<file path="src/rtl/gray_to_rgb_colorizer.sv">
// Grayscale-to-RGB444 colorizer: per-channel tint gain, 2-stage valid/ready pipeline,
// line/frame position flags and a frame-synchronous shadowed tint register.
module gray_to_rgb_colorizer #(
    parameter int IMG_W = 320,
    parameter int IMG_H = 240
) (
    input  logic        clk,
    input  logic        reset,
    input  logic        in_valid,
    output logic        in_ready,
    input  logic [3:0]  in_gray,
    input  logic        cfg_we,
    input  logic [11:0] cfg_tint,
    output logic        out_valid,
    input  logic        out_ready,
    output logic [11:0] out_rgb,
    output logic        out_eol,
    output logic        out_eof,
    output logic        tint_pend
);

    localparam int XW = (IMG_W > 1) ? $clog2(IMG_W) : 1;
    localparam int YW = (IMG_H > 1) ? $clog2(IMG_H) : 1;

    logic [XW-1:0] x;
    logic [YW-1:0] y;
    logic [11:0]   tint_act;
    logic [11:0]   tint_shd;

    logic          s1_valid;
    logic          s1_eol;
    logic          s1_eof;
    logic [7:0]    s1_pr;
    logic [7:0]    s1_pg;
    logic [7:0]    s1_pb;

    logic          en;
    logic          accept;
    logic          x_last;
    logic          y_last;
    logic          apply_tint;
    logic [11:0]   gain;

    // Rescale an 8-bit product back to 4 bits: (p + p/16 + 8) / 16, max 247/16 = 15.
    function automatic logic [3:0] rescale(input logic [7:0] p);
        logic [8:0] sum;
        sum = {1'b0, p} + {5'b0, p[7:4]} + 9'd8;
        return 4'(sum >> 4);
    endfunction

    assign en         = !out_valid || out_ready;
    assign in_ready   = en;
    assign accept     = in_valid && en;
    assign x_last     = (x == XW'(IMG_W - 1));
    assign y_last     = (y == YW'(IMG_H - 1));
    // The first pixel of a frame already uses a pending tint.
    assign apply_tint = accept && tint_pend && (x == '0) && (y == '0);
    assign gain       = apply_tint ? tint_shd : tint_act;

    always_ff @(posedge clk or posedge reset) begin
        if (reset) begin
            x         <= '0;
            y         <= '0;
            tint_act  <= 12'hFFF;
            tint_shd  <= 12'hFFF;
            tint_pend <= 1'b0;
            s1_valid  <= 1'b0;
            s1_eol    <= 1'b0;
            s1_eof    <= 1'b0;
            s1_pr     <= '0;
            s1_pg     <= '0;
            s1_pb     <= '0;
            out_valid <= 1'b0;
            out_rgb   <= '0;
            out_eol   <= 1'b0;
            out_eof   <= 1'b0;
        end else begin
            if (en) begin
                s1_valid  <= accept;
                out_valid <= s1_valid;
                if (accept) begin
                    s1_pr  <= {4'b0, in_gray} * {4'b0, gain[11:8]};
                    s1_pg  <= {4'b0, in_gray} * {4'b0, gain[7:4]};
                    s1_pb  <= {4'b0, in_gray} * {4'b0, gain[3:0]};
                    s1_eol <= x_last;
                    s1_eof <= x_last && y_last;
                end
                if (s1_valid) begin
                    out_rgb <= {rescale(s1_pr), rescale(s1_pg), rescale(s1_pb)};
                    out_eol <= s1_eol;
                    out_eof <= s1_eof;
                end
            end

            if (accept) begin
                if (x_last) begin
                    x <= '0;
                    y <= y_last ? '0 : y + YW'(1);
                end else begin
                    x <= x + XW'(1);
                end
            end

            if (apply_tint) begin
                tint_act  <= tint_shd;
                tint_pend <= 1'b0;
            end
            // A write landing on the frame-start accept is held for the next frame.
            if (cfg_we) begin
                tint_shd  <= cfg_tint;
                tint_pend <= 1'b1;
            end
        end
    end

endmodule

</file>
<file path="config.mk">
export PLATFORM = sky130hd
export DESIGN_NAME = gray_to_rgb_colorizer
export DESIGN_NICKNAME = d
export VERILOG_FILES = /design/src/rtl/gray_to_rgb_colorizer.sv
export SDC_FILE = /design/constraint.sdc
export NUM_CORES = 1
export LEC_CHECK = 0
export ABC_AREA = 1
export ABC_CLOCK_PERIOD_IN_PS = 4400
export BUFFER_PORTS_ARGS = -buffer_cell sky130_fd_sc_hd__clkbuf_2
export CAP_MARGIN = 0
export CORE_MARGIN = 4
export CORE_UTILIZATION = 40
export DETAILED_ROUTE_END_ITERATION = 16
export GPL_TIMING_DRIVEN = 1
export SYNTH_ARGS = -nofsm -noshare
export SYNTH_HDL_FRONTEND = slang
export SYNTH_SLANG_ARGS = --single-unit
</file>
<file path="constraint.sdc">
create_clock -name clk -period 4.4 [get_ports clk]
set_input_delay 0.88 -clock clk [delete_from_list [all_inputs] [get_ports clk]]
set_output_delay 0.88 -clock clk [all_outputs]
set_load 0.02 [all_outputs]
</file>
After elaboration in Yosys (flattened, before gate mapping)

Index checks and enable logic that the tools add are counted.

Add/subtract/negate cells: 8
Multiply operators: 3
Divide/modulo/power cells: 0
Order comparisons: 0
Eq/ne operators: 2
Shift-type cells: 0
Multiplexer cells: 5
Bitwise gates (word level): 0
Reductions and logical operators: 13

Operators by type and width:

| kind                  | number |
|---|---|
| $add A8 B4 Y8         | 3 |
| $add A8 B4 Y8 const B | 3 |
| $mul A4 B4 Y8         | 3 |
| $mux W12              | 1 |
| $add A9 B1 Y9 const B | 1 |
| $eq A9 B9 Y1 const B  | 1 |
| $logic_not A9 Y1      | 1 |
| $mux W9               | 1 |
| $add A8 B1 Y8 const B | 1 |
| $eq A8 B8 Y1 const B  | 1 |
| $logic_not A8 Y1      | 1 |
| $mux W8               | 1 |
| $reduce_and A2 Y1     | 3 |
| $logic_and A1 B1 Y1   | 5 |
| $mux W1               | 2 |
| $reduce_bool A2 Y1    | 1 |
| $logic_not A1 Y1      | 1 |
| $logic_or A1 B1 Y1    | 1 |

Bits in registers: 84
Latch bits: 0
Memory bits (writable): 0
Bits in read-only memories: 0
Bits of input ports: 21
Output and inout bits: 17
Logic and storage cells: 46
Memories kept: 0

Longest topological paths before layout

Gate-level depths: netlist of run 1.

Word-level depth: 8
Gate-level depth with buffers: 21
Gate-level depth less buffers: 20

Worst setup path after synthesis of run 1

No wires, ideal clock.

Path kind: input-to-reg
Start: input port out_ready
End: register s1_pr[6]
Library setup time: 0.126 ns
Arrival: 3.872 ns
Required time: 4.274 ns
Setup slack: 0.402 ns
Cell stages on the path: 19
Path buffers: 1
Path through: inv_1 nand2_2 nand2_2 inv_2 nand3_4 buf_8 nand2_4 nand2_2 inv_2 nand2_1 fa_1 inv_1 fa_1 fa_1 nand3_1 nand2_1 or2_2 nand3_1 o21ai_0

Cells in the longest elaborated chain, start to end: 7
Elaborated cells between the ends (all ways): 8
Those cells by class: mul: 1; mux: 1; reduce/logical: 6

RTL lines:

| element                          | line | source |
|---|---|---|
| start: declaration               | 15   | `input logic out_ready,` |
| $logic_or A1 B1 Y1               | 51   | `assign en = !out_valid \|\| out_ready;` |
| via in_ready                     | 10   | `output logic in_ready,` |
| $logic_and A1 B1 Y1              | 53   | `assign accept = in_valid && en;` |
| $logic_and A1 B1 Y1 (3 in a row) | 57   | `assign apply_tint = accept && tint_pend && (x == '0) && (y == '0);` |
| $mux W12                         | n/a  |  |
| via gain[11]                     | 42   | `logic [11:0] gain;` |
| $mul A4 B4 Y8                    | 82   | `s1_pr <= {4'b0, in_gray} * {4'b0, gain[11:8]};` |
| end signal: assignment           | 82   |  |
| end: declaration                 | 33   | `logic [7:0] s1_pr;` |

The timed path passes the listed nets, and every way through them passes these cells.
A chain may end at the register's enable or synchronous reset.

Worst setup path after layout of run 1

Start: register x[2]
End: register s1_pb[6]

Cells in the longest elaborated chain, start to end: 5

RTL lines:

| element                          | line | source |
|---|---|---|
| start: declaration               | 25   | `logic [XW-1:0] x;` |
| start signal: assignment         | 100  | `x <= x + XW'(1);` |
| $logic_not A9 Y1                 | 57   |  |
| $logic_and A1 B1 Y1 (2 in a row) | 57   |  |
| $mux W12                         | n/a  |  |
| via gain[3]                      | 42   |  |
| $mul A4 B4 Y8                    | 84   | `s1_pb <= {4'b0, in_gray} * {4'b0, gain[3:0]};` |
| end signal: assignment           | 84   |  |
| end: declaration                 | 35   | `logic [7:0] s1_pb;` |

The timed path passes the listed nets, and every way through them passes these cells.

==> impl_metrics.env, run 1 <==
export IMPL_critPathKind="flip-flop to flip-flop"
export IMPL_yosys_area_top_type="dfrtp_1"
export IMPL_synth_area_leaders="dfrtp_1, nand2_1, ha_1"
export IMPL_n_antenna_cell=0
export IMPL_synth_top_family_by_area="simple AND/OR/NAND/NOR gates"
export IMPL_cts_tree="built"
export IMPL_ant_nets=0
export IMPL_netlist_instances=734
export IMPL_cp_data_required_time_ns=4.63
export IMPL_setup_viol=0
export IMPL_antenna_found_initial=0
export IMPL_ff2ff_setup_slack_ns=0.52
export IMPL_die_area_mm2=0.01645
export IMPL_drtIter0Drc=203
export IMPL_synth_compound_area_share_pct=5.321
export IMPL_p_per_area_mw_per_mm2=447.3
export IMPL_die_width_um=128.3
export IMPL_crit_start="x[2]"
export IMPL_synth_top_area_share_pct=25.96
export IMPL_vias=4635
export IMPL_yosys_area_share_simple_pct=30.63
export IMPL_p_leak_uw=0.003413
export IMPL_initial_core_util_pct=41.19
export IMPL_path_cells="nor2_1 -> nand2_1 -> nor2_4 -> nand3_4 -> buf_4 -> nand2_4 -> nand2_2 -> inv_2 -> nand2_1 -> fa_1 -> inv_1 -> fa_1 -> fa_1 -> inv_1 -> o21ai_0 -> nand2_1 -> nand3b_1 -> nand3_1 -> o21ai_0"
export IMPL_drv_slew=0
export IMPL_clock_skew_ns=0.01047
export IMPL_worstMarginPinSlew_ns=0.7581
export IMPL_synth_distinct_cells=34
export IMPL_crit_fanout=13
export IMPL_hold_viol=0
export IMPL_finalCritPeriodShare_pct=88.27
export IMPL_io_buffers=37
export IMPL_ir_worst_vdd_mv=0.1736
export IMPL_yosys_warnings=0
export IMPL_grt_max_degree=46
export IMPL_critPathLaunchType="flip-flop"
export IMPL_relSlewSlack_pct=49.40
export IMPL_first_pass_iters=4
export IMPL_drt_wirelength_per_cell_um=12.43
export IMPL_gp_congestion=0.8777
export IMPL_cts_inserted_buffers=9
export IMPL_drive_gt1_share_pct=16.79
export IMPL_area_growth_syn_to_layout_pct=11.70
export IMPL_max_stage_delay_ns=0.53
export IMPL_arrival_ns=4.12
export IMPL_reg2reg_to="s1_pb[6]"
export IMPL_fin_nets=866
export IMPL_min_delay_start="s1_valid"
export IMPL_synthAdderAreaFrac_pct=16.70
export IMPL_endpoint="s1_pb[6]"
export IMPL_status="finished, final reports clean"
export IMPL_clock_sinks=84
export IMPL_clockBufferDepth=2
export IMPL_grt_pass1_vias=4649
export IMPL_die_y_um=128.3
export IMPL_cp_end_kind="flip-flop"
export IMPL_clk_latency_ns=0.35
export IMPL_cts_resized_gates=0
export IMPL_gr_total_overflow=0
export IMPL_cp_slowest_cell="fa_1"
export IMPL_drt_total_wl_mm=11.93
export IMPL_routed_via_density=4.828
export IMPL_syn_nets=825
export IMPL_r2r_start="x[2]"
export IMPL_min_path_type="flip-flop to flip-flop"
export IMPL_max_freq_mhz=257.5
export IMPL_syn_area_mm2=0.005784
export IMPL_synth_seq_area_share_pct=36.86
export IMPL_grt_use_total_pct=15.97
export IMPL_ios=38
export IMPL_clk_pin_slew_ns=0.07
export IMPL_dp_hpwl_mm=9.287
export IMPL_cts_root_buf="clkbuf_16"
export IMPL_ctsHoldBuffers=0
export IMPL_fin_crit_ns=3.884
export IMPL_holdWs_ns=0.4709
export IMPL_maxCapViolations=0
export IMPL_syn_area_per_cell_um2=7.881
export IMPL_ys_ff_latch=84
export IMPL_core_area_mm2=0.01404
export IMPL_cts_setup_buffers=0
export IMPL_synth_xor_xnor_area_share_pct=1.514
export IMPL_setup_tns_ns=0
export IMPL_htree_levels=3
export IMPL_filler_cell_count=1421
export IMPL_drc=0
export IMPL_rsz0062_at_grt="false"
export IMPL_rows=43
export IMPL_grt_pass1_wl_mm=21.41
export IMPL_synth_area_mux_share_pct=0
export IMPL_rr_worst_depth=19
==> layer usage <==
layer  wire length [um]  share of wire, %  global-route usage [%]
met4                213               1.8                   5.493
met2               5250                44                   25.07
met1               6026                50                   22.16
met3                443               3.7                   2.917
met5                  0                 0                       0
==> critical path, delay by kind of cell (launching register included) <==
kind	cells	cell delay, ns
AOI/OAI and AO/OA	2	0.14
buffers and inverters	4	0.46
adders and majority gates	3	1.51
and+or+nand+nor	10	1.21
DFF	1	0.44
==> how the worst min path moves through the flow <==
stage,cells past startpoint,slack (ns),endpoint
6_report,2,0.47,out_valid
5_1_grt,2,0.50,out_rgb[3]
4_1_cts,2,0.48,out_valid
3_5_place_dp,2,0.46,out_valid
3_3_place_gp,2,0.45,out_valid
2_1_floorplan,2,0.43,out_valid
==> final cells by class <==
cell class	count	area, um2	area share, %
clock buffers	11	264.0	4.086
clock inverters	5	32.53	0.5035
inverters	112	421.7	6.526
multi-input cells	522	3133	48.49
flip-flops and latches	84	2132	33.00
well taps	180	225.2	3.486
repair buffers	46	252.7	3.912
==> cells in the mapped netlist (all sizes together) <==
master and number:
nand4 26, o21bai 3, clkbuf 8, xnor2 8
fa 12, dfstp 24, a21o 1, o22ai 1
clkinv 3, o21ai 43, inv 109, nand3 55
xor2 2, buf 8, ha 58, nor2 68
a21oi 9, dfrtp 60, or2 4, nor3 6
nand3b 6, nand2 220
==> power by group <==
| group | switching (uW) | leakage [uW] | internal, uW |
|---|---|---|---|
| Sequential | 128 | 0.000997 | 943 |
| Clock | 314 | 0.000147 | 431 |
| Combinational | 664 | 0.00227 | 410 |
==> registers in the layout (all words and copies together), names as in the netlist <==
| name | count |
|---|---|
| out_rgb | 12 |
| tint_act | 12 |
| tint_shd | 12 |
| x | 9 |
| s1_pb | 8 |
| s1_pg | 8 |
| s1_pr | 8 |
| y | 8 |
| out_eof | 1 |
| out_eol | 1 |
| out_valid | 1 |
| s1_eof | 1 |
| s1_eol | 1 |
| s1_valid | 1 |
| tint_pend | 1 |
==> layout by cell type, fill, tap and decap left out, types with 2 or more instances in the layout <==
master and instances:
buf_4 9, clkbuf_16 10, o21bai_1 3, nand4_1 25, nor2_4 3, inv_2 9
dfrtp_1 60, o21ai_1 2, nand2_4 9, o21ai_0 38, nand2_2 13, o21ai_2 3
nand2_1 198, fa_1 12, clkbuf_2 37, nor3_1 5, or2_2 4, dfstp_2 24
clkinv_2 3, nand3b_1 6, nand3_1 54, xnor2_1 8, nor2_1 65, a21oi_1 9
ha_1 58, clkinv_1 3, xor2_1 2, inv_1 99
==> stage by stage <==
stage	util (%)	setup slack, ns	total power (uW)	cell area (um2)	instances
finish	46.01	0.5161	2890	6461	960
global route	46.01	0.2193	3151	6461	960
CTS	46.01	0.5152	2929	6461	960
detailed placement	43.90	0.2753	2163	6165	944
global placement	43.90	0.3237	2127	6165	944
floorplan	-	0.4023	1886	5784	734
==> logic make-up after synthesis <==
logic type                 after synthesis
AOI/OAI and AO/OA                       57
xor gates and xnor gates                10
adders and majority gates               70
buffers and inverters                  128
DFF                                     84
and+or+nand+nor                        385
(Power assumes the default switching activity.)
==> run 2: changes to the inputs <==
- BUFFER_PORTS_ARGS: -buffer_cell sky130_fd_sc_hd__clkbuf_2 -> unset
- DONT_BUFFER_PORTS: unset -> 1
==> impl_metrics.env, run 2 (synthesis gave the netlist of run 1 again) <==
export IMPL_cp_data_required_time_ns=4.61
export IMPL_post_place_ws_ns=0.2263
export IMPL_whs_endpoint="out_valid"
export IMPL_first_pass_iters=4
export IMPL_area_growth_syn_to_layout_pct=8.760
export IMPL_gp_congestion=0.8473
export IMPL_grt_use_total_pct=16.03
export IMPL_dp_hpwl_mm=9.261
export IMPL_min_path_cells=2
export IMPL_critPathLaunchType="flip-flop"
export IMPL_min_path_type="flip-flop to flip-flop"
export IMPL_p_leak_uw=0.003258
export IMPL_design_area_mm2=0.006291
export IMPL_cts_root_buf="clkbuf_16"
export IMPL_grt_max_degree=50
export IMPL_dr_max_layer_used="met4"
export IMPL_min_delay_start="s1_valid"
export IMPL_cp_end_kind="flip-flop"
export IMPL_drv_slew=0
export IMPL_clk_latency_ns=0.34
export IMPL_ant_nets=0
export IMPL_io_buffers=0
export IMPL_routed_via_density=4.841
export IMPL_die_y_um=128.3
export IMPL_final_common_cell="nand2_1"
export IMPL_rsz0062_at_grt="false"
export IMPL_drtIter0Drc=204
export IMPL_cts_resized_gates=0
export IMPL_max_freq_mhz=254.3
export IMPL_placed_cell_area_mm2=0.005972
export IMPL_grt_pass1_wl_mm=21.38
export IMPL_finalCritPeriodShare_pct=89.37
export IMPL_die_area_mm2=0.01645
export IMPL_antenna_found_initial=0
export IMPL_initial_core_util_pct=41.19
export IMPL_rr_worst_depth=19
export IMPL_p_total_uw=2900
export IMPL_core_area_mm2=0.01404
export IMPL_worst_slack_ns=0.4679
export IMPL_drc=0
export IMPL_fin_crit_ns=3.932
export IMPL_holdWs_ns=0.4737
export IMPL_clock_sinks=84
export IMPL_drt_total_wl_mm=11.99
export IMPL_largest_registers="out_rgb (12), tint_act (12), tint_shd (12)"
export IMPL_drive_gt1_share_pct=12.26
export IMPL_arrival_ns=4.14
export IMPL_maxCapViolations=0
export IMPL_fin_nets=828
export IMPL_vias=4463
export IMPL_setup_viol=0
export IMPL_ff2ff_setup_slack_ns=0.47
export IMPL_hold_viol=0
export IMPL_drt_wirelength_per_cell_um=13.01
export IMPL_ctsHoldBuffers=0
export IMPL_cts_setup_buffers=0
export IMPL_worstMarginPinSlew_ns=0.8625
export IMPL_htree_levels=3
export IMPL_ios=38
export IMPL_drt_met1_wl_mm=6.043
export IMPL_met2WireLength_mm=5.385
export IMPL_grt_pass1_vias=4506
export IMPL_p_per_area_mw_per_mm2=460.9
export IMPL_r2r_start="y[5]"
export IMPL_clock_skew_ns=0.007297
export IMPL_clockBufferDepth=2
export IMPL_cts_inserted_buffers=9
export IMPL_cts_tree="built"
export IMPL_clk_pin_slew_ns=0.06
export IMPL_wl_met3_um=441
export IMPL_crit_fanout=13
export IMPL_reg2reg_to="s1_pb[6]"
export IMPL_setup_tns_ns=0
export IMPL_status="finished, final reports clean"
export IMPL_critPathKind="flip-flop to flip-flop"
export IMPL_die_width_um=128.3
export IMPL_n_antenna_cell=0
export IMPL_relSlewSlack_pct=42.50
export IMPL_final_cell_mix="nand2_1, inv_1, nor2_1"
export IMPL_gr_total_overflow=0
export IMPL_rows=43
export IMPL_ir_worst_vdd_mv=0.2176
-- run 2: changes by cell type in the layout (fill, tap and decap cells not counted) --
cell       delta
clkinv_4      -1
clkinv_2      -1
bufinv_16     +2
buf_4         -1
clkbuf_1      +2
clkbuf_16     -1
inv_4         -1
clkbuf_2     -37
-- run 2: how the worst max path moves through the flow --
stage / startpoint / end / slack (ns)
4_1_cts: x[6] / s1_pb[6] / 0.47
6_report: y[5] / s1_pb[6] / 0.47
3_3_place_gp: out_ready / s1_pb[6] / 0.31
2_1_floorplan: out_ready / s1_pr[6] / 0.40
5_1_grt: x[2] / s1_pb[6] / 0.13
3_5_place_dp: out_ready / s1_pb[6] / 0.23
-- run 2: metrics by stage --
| step | std cells | util [%] |
|---|---|---|
| floorplan | 734 | - |
| global placement | 906 | 42.53 |
| detailed placement | 906 | 42.53 |
| CTS | 922 | 44.80 |
| global route | 922 | 44.80 |
| finish | 922 | 44.80 |
-- run 2: report_power, final --
part	switching (uW)	leakage [uW]	internal (uW)	total, uW
Sequential	203	0.000997	943	1150
Clock	304	0.000153	512	816
Combinational	570	0.00211	367	937
-- run 2: area by class of cell --
class                   count  area [um2]
clock buffers              12       246.5
clock inverters             4       72.57
fillers                  1381        7751
inverters                 112       421.7
multi-input cells         522        3133
flip-flops and latches     84        2132
well taps                 180       225.2
repair buffers              8       60.06
-- run 2: per-layer routing --
metal | up-vias | global-route usage (%)
li1 | 2347 | -
met1 | 2055 | 21.76
met4 | 0 | 3.870
met2 | 54 | 25.31
met5 | - | 0
met3 | 7 | 4.583
-- run 2: worst max-delay path, cell delays in order, from the launching register on --
cell and delay, ns:
dfrtp_1 0.43, nor2_1 0.18, nand2_2 0.09, nor2_4 0.28, nand3_4 0.24, buf_4 0.25, nand2_4 0.06, nand2_2 0.07
inv_2 0.06, nand2_1 0.07, fa_1 0.54, inv_1 0.06, fa_1 0.53, fa_1 0.46, inv_1 0.08, o21ai_0 0.09
nand2_1 0.09, nand3b_1 0.07, nand3_1 0.08, o21ai_0 0.07
==> run 3: changes to the inputs <==
- ABC_CLOCK_PERIOD_IN_PS: 4400 -> 3900
- CTS_CLUSTER_DIAMETER: unset -> 60
- clock period: 4.4 -> 3.9 ns (I/O delays scaled with it)
==> impl_metrics.env, run 3 (synthesis gave the netlist of run 1 again) <==
export IMPL_ctsHoldBuffers=0
export IMPL_dp_hpwl_mm=9.515
export IMPL_design_area_mm2=0.006407
export IMPL_largest_registers="out_rgb (12), tint_act (12), tint_shd (12)"
export IMPL_setup_viol=0
export IMPL_arrival_ns=3.89
export IMPL_dr_max_layer_used="met4"
export IMPL_ir_worst_vdd_mv=0.2023
export IMPL_first_pass_iters=4
export IMPL_drive_gt1_share_pct=14.17
export IMPL_drc=0
export IMPL_max_freq_mhz=272.1
export IMPL_ios=38
export IMPL_htree_levels=3
export IMPL_grt_use_total_pct=16.36
export IMPL_fin_crit_ns=3.675
export IMPL_initial_core_util_pct=41.19
export IMPL_relSlewSlack_pct=65.52
export IMPL_p_per_area_mw_per_mm2=517.6
export IMPL_clock_skew_ns=0.007423
export IMPL_ant_nets=0
export IMPL_drtIter0Drc=309
export IMPL_die_width_um=128.3
export IMPL_post_place_ws_ns=0.02523
export IMPL_die_y_um=128.3
export IMPL_n_antenna_cell=0
export IMPL_met2WireLength_mm=5.394
export IMPL_grt_pass1_wl_mm=22.09
export IMPL_grt_pass1_vias=4630
export IMPL_cp_slowest_cell="fa_1"
export IMPL_clk_latency_ns=0.35
export IMPL_final_cell_mix="nand2_1, inv_1, nor2_1"
export IMPL_gr_total_overflow=0
export IMPL_antenna_found_initial=0
export IMPL_gp_congestion=0.7990
export IMPL_p_total_uw=3316
export IMPL_placed_cell_area_mm2=0.006037
export IMPL_maxCapViolations=0
export IMPL_cts_tree="built"
export IMPL_min_path_type="primary input to async pin"
export IMPL_worst_slack_ns=0.2251
export IMPL_max_stage_delay_ns=0.54
export IMPL_cts_inserted_buffers=9
export IMPL_drt_total_wl_mm=12.44
export IMPL_finalCritPeriodShare_pct=94.23
export IMPL_worstMarginPinSlew_ns=0.5172
export IMPL_cp_end_kind="flip-flop"
export IMPL_clock_sinks=84
export IMPL_fin_nets=841
export IMPL_wl_met3_um=526
export IMPL_critPathLaunchType="flip-flop"
export IMPL_clk_pin_slew_ns=0.06
export IMPL_final_util_pct=45.63
export IMPL_grt_max_degree=42
export IMPL_status="finished, final reports clean"
export IMPL_vias=4633
export IMPL_cts_root_buf="clkbuf_16"
export IMPL_cp_data_required_time_ns=4.12
export IMPL_core_area_mm2=0.01404
export IMPL_p_leak_uw=0.003328
export IMPL_drt_met1_wl_mm=6.326
export IMPL_rows=43
export IMPL_clockBufferDepth=2
export IMPL_final_common_cell="nand2_1"
export IMPL_filler_cell_count=1359
export IMPL_drv_slew=0
export IMPL_crit_fanout=8
export IMPL_hold_viol=0
export IMPL_die_area_mm2=0.01645
export IMPL_drt_wirelength_per_cell_um=13.30
export IMPL_path_cells="inv_1 -> ha_1 -> nand4_1 -> nor2_4 -> nand3_4 -> buf_4 -> nand2_4 -> nand2_2 -> inv_2 -> nand2_1 -> fa_1 -> inv_1 -> fa_1 -> fa_2 -> nand3_1 -> nand2_1 -> or2_2 -> nand3_1 -> o21ai_0"
export IMPL_area_growth_syn_to_layout_pct=10.77
export IMPL_routed_via_density=4.955
export IMPL_io_buffers=0
export IMPL_critPathKind="flip-flop to flip-flop"
run 3: cell count changes in the layout (fill, tap and decap cells not counted), sizes merged:
cell      before  now
buf            8   21
clkbuf        12   10
clkinv         5    8
clkinvlp       1    0
run 3: path summary, 6_finish.rpt:
path                       slack (ns)      from         to  depth (start not counted)
max in group asynchronous        2.74     reset   s1_pg[0]                          2
setup reg to reg                 0.23      y[1]   s1_pr[6]                         19
hold reg to reg                  0.46  s1_valid  out_valid                          2
min in group clk                 0.46  s1_valid  out_valid                          2
hold / removal                   0.30     reset       y[3]                          1
setup / recovery                 0.23      y[1]   s1_pr[6]                         19
run 3: per-layer routing:
metal,vias up,GRT usage [%]
li1,2367,-
met1,2167,23.18
met2,88,25.16
met3,11,3.125
met4,0,5.368
met5,-,0
run 3: final cells by class:
class	count	area, um2	area share (%)
clock buffers	10	239.0	3.730
clock inverters	6	77.57	1.211
flip-flops and latches	84	2132	33.27
repair buffers	21	173.9	2.714
inverters	112	421.7	6.581
well taps	180	225.2	3.515
multi-input cells	522	3138	48.97
run 3: timing repair:
item,CTS,global route
gates resized for setup,0,4
setup endpoints to repair,0,4
buffers inserted,0,6
run 3: critical path: cells and delay by family (launching register included):
family / cells / cell delay, ns
DFF: 1 / 0.40
AOI/OAI and AO/OA: 1 / 0.07
and+or+nand+nor: 10 / 1.06
buffers and inverters: 4 / 0.37
adders and majority gates: 4 / 1.64
run 3: power by group:
part	internal [uW]	switching [uW]	leakage, uW
sequential	1060	238	0.000997
combinational	437	657	0.00217
clock	572	349	0.000157
run 3: metrics by stage:
stage               hold slack (ns)  TNS [ns]  std cells
global route                 0.3340  -0.02434        935
floorplan                    0.4317         0        734
detailed placement           0.4529         0        913
CTS                          0.3091         0        929
global placement             0.4412         0        913
finish                       0.3050         0        935
